**src/rtl/paralelo_serial_tx.sv**
```systemverilog
// paralelo_serial_tx: MSB-first byte serialiser on the bit clock, sends training commas after reset, then data or filler.
// Option PARALELO_SERIAL_COMMA_FILL_EN: empty slots carry COMMA_BYTE instead of IDLE_BYTE. Rev 1.0
`default_nettype none

module paralelo_serial_tx #(
  parameter logic [7:0]  COMMA_BYTE  = 8'hBC,
  parameter logic [7:0]  IDLE_BYTE   = 8'h7C,
  parameter int unsigned COMMA_COUNT = 4
) (
  input  logic       clk_32f,
  input  logic       reset,
  input  logic [7:0] data_in,
  input  logic       valid_in,
  output logic       in_ready,
  output logic       data_out,
  output logic       active,
  output logic       byte_sync
);

  localparam logic [0:0] c_TRAIN      = 1'b0;
  localparam logic [0:0] c_ACTIVE     = 1'b1;
  localparam logic [7:0] c_LAST_COMMA = 8'(COMMA_COUNT - 1);
`ifdef PARALELO_SERIAL_COMMA_FILL_EN
  localparam logic [7:0] c_FILL       = COMMA_BYTE;
`else
  localparam logic [7:0] c_FILL       = IDLE_BYTE;
`endif

  logic [0:0] r_state;
  logic [0:0] w_state_nxt;
  logic [2:0] r_bit_cnt;
  logic [7:0] r_comma_cnt;
  logic [7:0] r_shift;
  logic       w_boundary;
  logic       w_last_comma;
  logic [7:0] w_next_byte;

  assign w_boundary   = (r_bit_cnt == 3'd7);
  assign w_last_comma = (r_comma_cnt == c_LAST_COMMA);

  always_ff @(posedge clk_32f) begin
    if (reset) r_state <= c_TRAIN;
    else       r_state <= w_state_nxt;
  end

  // Leave training on the boundary that loads the first data slot, so no gap follows the commas.
  always_comb begin
    w_state_nxt = r_state;
    if (r_state == c_TRAIN && w_boundary && w_last_comma)
      w_state_nxt = c_ACTIVE;
  end

  always_comb begin
    in_ready  = w_boundary && (r_state == c_ACTIVE || w_last_comma);
    data_out  = r_shift[7];
    active    = (r_state == c_ACTIVE);
    byte_sync = (r_bit_cnt == 3'd0);
  end

  always_comb begin
    w_next_byte = COMMA_BYTE;
    if (in_ready)
      w_next_byte = valid_in ? data_in : c_FILL;
  end

  always_ff @(posedge clk_32f) begin
    if (reset) begin
      r_bit_cnt   <= 3'd0;
      r_comma_cnt <= 8'd0;
      r_shift     <= COMMA_BYTE;
    end else begin
      r_bit_cnt <= r_bit_cnt + 3'd1;
      if (w_boundary) begin
        r_shift <= w_next_byte;
        if (r_state == c_TRAIN)
          r_comma_cnt <= r_comma_cnt + 8'd1;
      end else begin
        r_shift <= {r_shift[6:0], 1'b0};
      end
    end
  end

endmodule

`default_nettype wire

```
**config.mk**
```make
export PLATFORM = sky130hd
export DESIGN_NAME = paralelo_serial_tx
export DESIGN_NICKNAME = d
export VERILOG_FILES = /design/src/rtl/paralelo_serial_tx.sv
export SDC_FILE = /design/constraint.sdc
export NUM_CORES = 1
export LEC_CHECK = 0
export CORE_UTILIZATION = 40
export DETAILED_ROUTE_END_ITERATION = 6
export SYNTH_ARGS = -nofsm -noshare
export SYNTH_HDL_FRONTEND = slang
export SYNTH_SLANG_ARGS = --single-unit
```
**constraint.sdc**
```tcl
create_clock -name clk_32f -period 5.29 [get_ports clk_32f]
set_input_delay 1.058 -clock clk_32f [delete_from_list [all_inputs] [get_ports clk_32f]]
set_output_delay 1.058 -clock clk_32f [all_outputs]
set_load 0.01 [all_outputs]
```
=== After elaboration in Yosys (flattened, before gate mapping) ===
Cells that the tools add are included.

* Bits in registers: 20
* Word-level logic and storage cells: 23

* Bitwise logic cells: 4
* Add/subtract/negate cells: 2
* Equality and inequality tests: 2
* Reduce and logical (&&, ||, !) cells: 7
* Multiplexer cells: 3

{| class="wikitable"
|+ Operator list
! operator !! number
|-
| 2-to-1 mux 8 bit || 3
|-
| adder 8 x 1 -> 8 bit (second input constant) || 1
|-
| equality test 8 x 2 -> 1 bit (second input constant) || 1
|-
| NOT 1 bit || 4
|-
| OR reduction 4 bit || 1
|-
| adder 3 x 1 -> 3 bit (second input constant) || 1
|-
| equality test 3 bit (second input constant) || 1
|-
| logical AND 1 bit || 3
|-
| zero test 3 bit || 1
|-
| AND reduction 2 bit || 1
|-
| logical OR 1 bit || 1
|}

=== Logic depth before layout (Yosys ltp) ===
Gate-level depths: netlist (run 1).

* Depth after elaboration: 5
* Gate-level depth with buffers: 6

=== Worst setup path before layout (run 1) ===
No wires, ideal clock.

* Kind: flip-flop to output port
* Start point: register r_bit_cnt[0]
* End point: output port in_ready
* Cell stages (with the launch flop): 6
* Path slack: 2.876 ns
* Arrival time: 1.356 ns
* Cell sequence: dfxtp_1 -> ha_1 -> ha_1 -> and4bb_2 -> a22o_2 -> buf_4

* Longest elaborated chain between the ends: 2

{| class="wikitable"
|+ Ends and longest elaborated chain
! what !! RTL line !! source
|-
| start: declaration || 31 || <nowiki>logic [2:0] r_bit_cnt;</nowiki>
|-
| start signal: assignment || 72 || <nowiki>r_bit_cnt <= r_bit_cnt + 3'd1;</nowiki>
|-
| equality test 3 bit || 38 || <nowiki>assign w_boundary = (r_bit_cnt == 3'd7);</nowiki>
|-
| logical AND 1 bit || 54 || <nowiki>in_ready = w_boundary && (r_state == c_ACTIVE || w_last_comma);</nowiki>
|-
| end: declaration || 14 || <nowiki>output logic in_ready,</nowiki>
|}

Every way passes these cells.

=== Worst setup path after layout (run 1) ===
Same ends and word-level chain as after synthesis.

==> results of run 1 <==
## cell usage after synthesis (2+ instances only)
cell type   n
dfxtp_1    20
nor2_1     16
a21oi_1     9
ha_1        4
inv_1       4
nor2b_1     4
a31oi_1     3
a22o_1      2
clkbuf_1    2
nand2_1     2
nand4_1     2
o21ai_0     2
o31ai_1     2
or4_1       2
xnor2_1     2
## kinds of logic after synthesis
kind of cell | Yosys count | share of synthesized area
multiplexers | 2 | 0.0246
buffers and inverters | 7 | 0.0347
adder cells (fa/ha/maj) | 4 | 0.0578
AO/OA/AOI/OAI | 19 | 0.134
AND/OR/NAND/NOR | 38 | 0.266
flip-flops | 20 | 0.462
XOR/XNOR | 2 | 0.0202
## registers in the layout, summed over array words and instances, names as in the netlist
| register | count |
|---|---|
| active | 1 |
| r_shift | 8 |
| r_bit_cnt | 3 |
| r_comma_cnt | 8 |
## layout by cell type, fill, tap and decap left out
cell | synthesis | routed
or3_1 | 1 | 1
a22o_1 | 2 | 2
or2_2 | 1 | 1
a21oi_1 | 9 | 9
nand2_1 | 2 | 2
xnor2_1 | 2 | 2
nand3_1 | 1 | 1
clkdlybuf4s50_1 | 0 | 14
nor2b_1 | 4 | 4
nand3b_1 | 1 | 1
or4_1 | 2 | 2
nor2_1 | 16 | 16
inv_1 | 4 | 4
clkbuf_4 | 0 | 3
nand4b_1 | 1 | 1
and4bb_2 | 1 | 1
dfxtp_1 | 20 | 20
nor4_1 | 1 | 1
a22o_2 | 1 | 1
mux2i_1 | 1 | 1
o21ai_0 | 2 | 2
o31ai_1 | 2 | 2
mux2_2 | 1 | 1
nand4_1 | 2 | 2
and4b_1 | 1 | 1
or3_2 | 1 | 1
and2b_2 | 1 | 1
ha_1 | 4 | 4
nand4b_4 | 1 | 1
nor3b_1 | 1 | 1
a31oi_1 | 3 | 3
## metal layers
| layer | global-route usage | share of wire | vias to the layer above |
|---|---|---|---|
| met5 | 0 | 0 | - |
| met1 | 0.197 | 0.51 | 309 |
| met3 | 0.0377 | 0.027 | 2 |
| met4 | 0.0735 | 0.016 | 0 |
| met2 | 0.216 | 0.45 | 8 |
| li1 | - | - | 353 |
## final cells by class
cell class	count	area, um^2	area share
multi-input cells	65	435	0.416
flip-flops and latches	20	400	0.382
repair buffers	14	140	0.134
well taps	27	33.8	0.0323
clock buffers	3	22.5	0.0215
inverters	4	15.0	0.0143
## worst max-delay path: cells and delay by family, from the launching register on
kind	cells	cell delay (ns)
compound gates	1	0.23
simple gates	1	0.29
fa+ha+maj	2	0.47
buf+inv	1	0.56
flops	1	0.37
## path summary, 6_finish.rpt
check,startpoint,endpoint,slack (ns)
worst max-delay path,r_bit_cnt[0],in_ready,2.02
worst max register to register,r_bit_cnt[0],r_comma_cnt[7],3.59
worst min register to register,r_shift[5],r_shift[6],0.45
worst min-delay path,r_shift[5],r_shift[6],0.45
## metrics by stage
| step | hold WS (ns) | area (um^2) | worst slack, ns | total power [mW] |
|---|---|---|---|---|
| global placement | 0.430 | 1020 | 2.38 | 0.184 |
| global route | 0.484 | 1050 | 1.90 | 0.266 |
| CTS | 0.461 | 1050 | 1.98 | 0.256 |
| finish | 0.451 | 1050 | 2.02 | 0.251 |
| floorplan | 0.417 | 866 | 2.88 | 0.171 |
| detailed placement | 0.434 | 1020 | 2.33 | 0.184 |
## where the power goes
part	internal (mW)	switching [mW]	total (mW)
Sequential	0.155	0.00174	0.157
Clock	0.0265	0.0439	0.0704
Combinational	0.0143	0.00989	0.0242
==> impl_results.md, run 1 <==
* Drt drc at 0
* Ranking of synthesized cells by area: dfxtp_1 (46%), nor2_1 (6.9%), ha_1 (5.8%)
* RSZ-0062 raised after global routing: no
* DRT iter0 DRCs at 13
* Final setup vio count at 0
* Crit path max fanout at 9
* Synthesis-to-layout area growth at 21.0%
* Clock skew at 0.00414 ns
* Diode count at 0
* Syn Area/Cell at 9.41 um^2
* Primary FF master, synth: dfxtp_1
* Seq cells post-synth at 20
* Critical path's most frequent cell: ha_1
* Vias in the first global route at 607
* MaxCap Viol Count at 0
* Cells after Synth at 92
* Final period utilization at 0.617
* Post-synth net total at 107
* Setup_tns at 0 ns
* Crit path DAT at 2.21 ns
* Max VDD drop at 0.120 mV
* GPL Wtd Cong at 0.712
* Clock Pin Slew Worst Setup and Hold Paths at 0.11 ns
* Port bufs at 14
* I/O pins at 15
* Resized Gates After CTS at 0
* Layout cells sized above 1 at 0.0943
* Placed Cells incl. Taps at 130
* Crit path time final at 3.27 ns
* Leading area contributor after synthesis: dfxtp_1
* Utilization after layout at 0.523
* Root Buffer: clkbuf_4
* Clock H-tree levels at 1
* Finished Layout Cells at 133
* Final Hold Fails at 0
* Num Clock Sinks at 20
* Initial antenna violation count at 0
* Mapped cell area at 866 um^2
* Status: finished clean
* Cell Pwr Density at 240 mW/mm^2
* Row Count at 16
* Placeable Area at 0.00200 mm^2
* F_max at 0.306 GHz
* CTS tree: yes
* Fraction of registers with async set/reset at 0
* DR vias at 672
* Remaining Overflow, GRT at 0
* Postcts setup bufs at 0
* Leakage power at 0.429 nW
* Vias per Instance at 5.05
* Die X-Extent at 48.5 um
* HPWL after DPL at 1.09 mm
* CP Capture Type: primary output
* YS warnings at 0
* Kind of critical path: reg -> out
* Synth top area share at 0.462
* Total track usage at 0.146
* First-pass GRT wire length at 2.63 mm
* Crit-path max cell delay at 0.56 ns
* Clk_lat worst skew at 0.30 ns
* Pre-Repair DR Iteration Count at 4
* Initial Util at 0.432
* Crit path required time at 4.23 ns
* Slew HR at 0.488
* Worst path slowest cell: clkdlybuf4s50_1
* # fillers at 201
* Final Max Tran Viols at 0
* Num CTS Buffers at 3
* Antenna Nets Post-Route at 0
* Worst Tran Pin Value at 0.766 ns
* WL final at 1.51 mm
* Register area share after synthesis at 0.462
* Largest net degree at the start of global routing at 24
* Nets at 123
* Number of synthesized flops with an enable pin at 0
* Cells on worst reg2reg path at 5
* Synth unique cells at 31
* Hold-fix buffers, CTS at 0
* Worst min path class: reg -> reg
* Hold Path Depth at 1
* Full die area at 0.00235 mm^2
* DIE HEIGHT at 48.5 um
* Cell Chain, Critical Path: ha_1, ha_1, and4bb_2, a22o_2, clkdlybuf4s50_1
* Startpoint types: flip-flop
* Wire length per cell at 11.4 um
* Clock tree buffer depth at 2
Note: power is estimated with default switching activity, not from simulation.
==> run 2, diff against run 1 <==
--- a/config.mk
+++ b/config.mk
@@ -7,6 +7,7 @@
 export LEC_CHECK = 0
 export CORE_UTILIZATION = 40
 export DETAILED_ROUTE_END_ITERATION = 6
+export PLACE_DENSITY = 0.66
 export SYNTH_ARGS = -nofsm -noshare
 export SYNTH_HDL_FRONTEND = slang
 export SYNTH_SLANG_ARGS = --single-unit
==> constraint.sdc (replaced) <==
create_clock -name clk_32f -period 2.75 [get_ports clk_32f]
set_input_delay 0.55 -clock clk_32f [delete_from_list [all_inputs] [get_ports clk_32f]]
set_output_delay 0.55 -clock clk_32f [all_outputs]
set_load 0.01 [all_outputs]
==> run 2 against run 1 <==
Clock skew down 0.0021 ns. Cell count rose by 1.5%. Global-route usage is 0.096 points lower. Combinational power is 98% higher. Sequential share of layout area down 1.1 points. Utilization increased by 1.6 points. Setup slack got worse by 1.9 ns. Sequential cell count unchanged. Critical path type unchanged.
==> impl_results.md, run 2 (synthesis results as in run 1) <==
* Status: finished clean
* Clock power frac at 0.325
* Synthesis-to-layout area growth at 24.6%
* Power, Total at 0.518 mW
* Crit path max fanout at 9
* Int Pwr at 0.407 mW
* Crit path DAT at 2.08 ns
* Most frequent cells in the layout: dfxtp_1 (20), nor2_1 (16), clkdlybuf4s50_1 (14), a21oi_1 (9)
* Final setup vio count at 0
* Max VDD drop at 0.264 mV
* Diode count at 0
* Startpoint types: flip-flop
* Reg2reg start: r_bit_cnt[0]
* Worst min path class: reg -> reg
* Sequential power share at 0.582
* Layout cells sized above 1 at 0.120
* DRT iter0 DRCs at 9
* Final period utilization at 0.958
* Pre-Repair DR Iteration Count at 4
* HPWL after DPL at 1.12 mm
* Drt drc at 0
* DIE HEIGHT at 48.5 um
* F_max at 0.380 GHz
* # fillers at 183
* Final Max Tran Viols at 0
* Largest net degree at the start of global routing at 13
* R2r setup slk at 1.11 ns
* Leading registers by flop count: r_comma_cnt: 8 flops, r_shift: 8 flops, r_bit_cnt: 3 flops
* Sequential standard cell area at 400 um^2
* CTS tree: yes
* Initial Util at 0.432
* Nets at 124
* RSZ-0062 raised after global routing: no
* Area occupied by multi-input gates at 445 um^2
* Worst hold path startpoint: r_bit_cnt[0]
* Cell Pwr Density at 480 mW/mm^2
* Root Buffer: clkbuf_4
* Clock Pin Slew Worst Setup and Hold Paths at 0.11 ns
* Port bufs at 14
* Wire length per cell at 11.3 um
* Vias per Instance at 5.11
* Clock H-tree levels at 1
* Clock tree buffer depth at 2
* WL final at 1.53 mm
* GPL Wtd Cong at 0.690
* Placeable Area at 0.00200 mm^2
* Leakage power at 0.445 nW
* Sw Share at 0.214
* Row Count at 16
* Psw at 0.111 mW
* Antenna Nets Post-Route at 0
* Clock skew at 0.00206 ns
* Hold Path Depth at 1
* Kind of critical path: reg -> out
* Vias in the first global route at 624
* Clk_lat worst skew at 0.30 ns
* Num Clock Sinks at 20
* Initial antenna violation count at 0
* Full die area at 0.00235 mm^2
* Setup_tns at 0 ns
* Crit path required time at 2.20 ns
* Cell Chain, Critical Path: ha_1, ha_2, and4bb_2, a22o_4, clkdlybuf4s50_1
* Remaining Overflow, GRT at 0
* Worst path slowest cell: clkdlybuf4s50_1
* CP startpoint: r_bit_cnt[0]
* First-pass GRT wire length at 2.67 mm
* Worst Tran Pin Value at 0.462 ns
* Cells on worst reg2reg path at 5
* Hold-fix buffers, CTS at 0
* Final Hold Fails at 0
* DR vias at 690
* MaxCap Viol Count at 0
* Crit path time final at 2.63 ns
* Die X-Extent at 48.5 um
* CP Capture Type: primary output
* Slew HR at 0.689
* Commonest non-fill, non-tap cell in the layout: dfxtp_1
* Num CTS Buffers at 3
* Total track usage at 0.145
* Crit-path max cell delay at 0.55 ns
* I/O pins at 15
* Power share of the combinational group at 0.093
==> run 2: cell type report <==
cell class	instances	share of cell area
Tap cell	27	0.0313
Clock buffer	4	0.0336
Timing Repair Buffer	15	0.137
Inverter	4	0.0139
Sequential cell	20	0.371
Multi-Input combinational cell	65	0.413
==> run 2: path summary, 6_finish.rpt <==
path                         end
setup reg to reg  r_comma_cnt[7]
hold / removal      r_bit_cnt[0]
setup / recovery        in_ready
hold reg to reg     r_bit_cnt[0]
==> run 2: critical path, delay by kind of cell, from the launching register on <==
kind,cells,cell delay [ns]
buffers and inverters,1,0.55
adders and majority gates,2,0.43
DFF,1,0.37
and+or+nand+nor,1,0.27
AOI/OAI and AO/OA,1,0.17
==> run 2: per-layer routing <==
| metal | global-route usage | wire length [um] |
|---|---|---|
| met3 | 0.0283 | 33 |
| met5 | 0 | 0 |
| met1 | 0.180 | 754 |
| met4 | 0.0588 | 14 |
| met2 | 0.246 | 724 |
==> run 2: power groups by stage <==
stage | clock network, mW | logic, mW | registers (mW)
2_1_floorplan | 0 | 0.0212 | 0.308
3_3_place_gp | 0 | 0.0477 | 0.307
3_5_place_dp | 0 | 0.0479 | 0.308
4_1_cts | 0.174 | 0.0485 | 0.301
5_1_grt | 0.188 | 0.0539 | 0.302
6_report | 0.168 | 0.0480 | 0.301
==> run 2: repair_timing <==
action / 4_1_cts / 5_1_grt
pin swaps: 0 / 0
setup endpoints to repair: 1 / 1
cloned: 0 / 0
resized for setup: 1 / 1
setup buffers: 0 / 0
hold endpoints to repair: 0 / 0
==> run 2: metrics by stage <==
stage / hold slack (ns) / worst slack (ns) / std cells / cell area (um^2) / utilization
after floorplan: 0.417 / 0.844 / 92 / 866 / -
after global placement: 0.432 / 0.347 / 131 / 1030 / 0.516
after detailed placement: 0.438 / 0.299 / 131 / 1030 / 0.516
after CTS: 0.465 / 0.0463 / 135 / 1070 / 0.535
after global routing: 0.483 / 0.000193 / 135 / 1080 / 0.539
final: 0.462 / 0.117 / 135 / 1080 / 0.539
==> run 3, diff against run 2 <==
--- a/config.mk
+++ b/config.mk
@@ -7,7 +7,6 @@
 export LEC_CHECK = 0
 export CORE_UTILIZATION = 40
 export DETAILED_ROUTE_END_ITERATION = 6
-export PLACE_DENSITY = 0.66
 export SYNTH_ARGS = -nofsm -noshare
 export SYNTH_HDL_FRONTEND = slang
 export SYNTH_SLANG_ARGS = --single-unit
==> constraint.sdc (replaced) <==
create_clock -name clk_32f -period 3.26 [get_ports clk_32f]
set_input_delay 0.652 -clock clk_32f [delete_from_list [all_inputs] [get_ports clk_32f]]
set_output_delay 0.652 -clock clk_32f [all_outputs]
set_load 0.01 [all_outputs]
==> run 3 against run 2 <==
Sequential cell count is the same. Global-route usage fell by 0.19 points. Hold slack got worse by 0.0013 ns. Cell count unchanged. Largest power group unchanged. Die area is the same. Highest routed layer unchanged. Sequential share of layout area rose by 0.35 points. Clock skew decreased by 0.0012 ns. Utilization is 0.50 points lower.
==> impl_results.md, run 3 (synthesis results as in run 1) <==
* Status: finished clean
* Setup_tns at 0 ns
* Vias per Instance at 5.10
* Final Hold Fails at 0
* Crit path time final at 2.88 ns
* Dpl ws at 0.710 ns
* Vias in the first global route at 592
* Root Buffer: clkbuf_4
* DR vias at 688
* Worst Tran Pin Value at 0.533 ns
* Most frequent cells in the layout: dfxtp_1 (20), nor2_1 (16), clkdlybuf4s50_1 (14), a21oi_1 (9)
* WL final at 1.50 mm
* Initial Util at 0.432
* Finished Layout Cells at 135
* Nets at 124
* Kind of critical path: reg -> out
* Crit path required time at 2.61 ns
* Cells on worst reg2reg path at 5
* I/O pins at 15
* Final Max Tran Viols at 0
* Remaining Overflow, GRT at 0
* RSZ-0062 raised after global routing: no
* DIE HEIGHT at 48.5 um
* Startpoint types: flip-flop
* Clock Pin Slew Worst Setup and Hold Paths at 0.11 ns
* Cell Pwr Density at 412 mW/mm^2
* Antenna Nets Post-Route at 0
* Row Count at 16
* Sw Share at 0.219
* Initial antenna violation count at 0
* Clock tree buffer depth at 2
* Total track usage at 0.143
* Num CTS Buffers at 3
* CP delay by family, top: buffers and inverters
* Cell Chain, Critical Path: ha_1, ha_1, and4bb_2, a22o_2, clkdlybuf4s50_1
* Setup ws final at 0.378 ns
* Crit path DAT at 2.23 ns
* Power share of the combinational group at 0.092
* Postcts setup bufs at 0
* Sequential power share at 0.577
* CTS tree: yes
* Placed inst area at 0.00103 mm^2
* HPWL after DPL at 1.09 mm
* Drt drc at 0
* Hold Path Depth at 1
* Synthesis-to-layout area growth at 23.4%
* Slew HR at 0.643
* DRT iter0 DRCs at 24
* Pre-Repair DR Iteration Count at 4
* Critical path's most frequent cell: ha_1
* Max VDD drop at 0.211 mV
* Layout cells sized above 1 at 0.111
* Clock skew at 0.000907 ns
* Diode count at 0
* Final period utilization at 0.884
* Crit Reg-Reg Endpoint: r_comma_cnt[7]
* Int Pwr at 0.343 mW
* Cell area after layout at 0.00107 mm^2
* Clock H-tree levels at 1
* Clk_lat worst skew at 0.30 ns
* First-pass GRT wire length at 2.57 mm
* Leading registers by flop count: r_comma_cnt: 8 flops, r_shift: 8 flops, r_bit_cnt: 3 flops
* Worst path slowest cell: clkdlybuf4s50_1
* Psw at 0.0965 mW
* Crit path buf inv count at 1
* Clock power frac at 0.331
* Commonest non-fill, non-tap cell in the layout: dfxtp_1
* Port bufs at 14
* Crit path max fanout at 9
* Largest net degree at the start of global routing at 17
* Crit-path max cell delay at 0.56 ns
* R2r setup slk at 1.55 ns
* CP Capture Type: primary output
* Reg2reg start: r_bit_cnt[0]
* F_max at 0.347 GHz
* GPL Wtd Cong at 0.718
* Hold EP: r_bit_cnt[0]
* Worst hold path startpoint: r_bit_cnt[0]
* Wire length per cell at 11.1 um
* Placed Cells incl. Taps at 131
* Final setup vio count at 0
* Worst min path class: reg -> reg
* Die X-Extent at 48.5 um
* Full die area at 0.00235 mm^2
* Num Clock Sinks at 20
* Placeable Area at 0.00200 mm^2
* MaxCap Viol Count at 0
* Resized Gates After CTS at 0
* Hold-fix buffers, CTS at 0
* Leakage power at 0.441 nW
## run 3: cell counts in the layout (fill, tap and decap cells not counted)
Identical to the previous run, type by type.
## run 3: worst max path at each step
stage | start | endpoint | slack [ns] | cells after the start
final | r_bit_cnt[0] | in_ready | 0.38 | 5
after global routing | r_bit_cnt[0] | in_ready | 0.25 | 5
after CTS | r_bit_cnt[0] | in_ready | 0.36 | 5
after detailed placement | r_bit_cnt[0] | in_ready | 0.71 | 5
after global placement | r_bit_cnt[0] | in_ready | 0.76 | 5
after floorplan | r_bit_cnt[0] | in_ready | 1.25 | 5
## run 3: worst register-to-register path, cell delays in order, from the launching register on
cell      delay, ns
dfxtp_1        0.37
ha_1           0.16
ha_1           0.32
nand4b_4       0.17
or4_1          0.48
a21oi_1        0.14
## run 3: metal layers
layer,up-vias,routed length (um),track usage
li1,359,-,-
met1,310,773,0.192
met2,14,639,0.211
met3,5,48,0.0283
met4,0,42,0.0882
met5,-,0,0
## run 3: final cells by class
type	instances	area (um^2)
clock buffer	4	36.3
fill	193	933
inverter	4	15.0
multi-input combinational	65	435
sequential	20	400
tap	27	33.8
timing repair buffer	15	148
## run 3: power groups by stage
stage	clock (mW)	combinational, mW	sequential (mW)
after floorplan	0	0.0179	0.259
after global placement	0	0.0404	0.259
after detailed placement	0	0.0406	0.260
after CTS	0.148	0.0410	0.254
after global routing	0.165	0.0447	0.255
final	0.146	0.0403	0.254
## run 3: metrics by stage
stage / util / hold slack, ns / power (mW)
global route: 0.534 / 0.494 / 0.465
finish: 0.534 / 0.460 / 0.440
global placement: 0.516 / 0.431 / 0.300
CTS: 0.534 / 0.463 / 0.443
detailed placement: 0.516 / 0.436 / 0.300
floorplan: - / 0.417 / 0.277
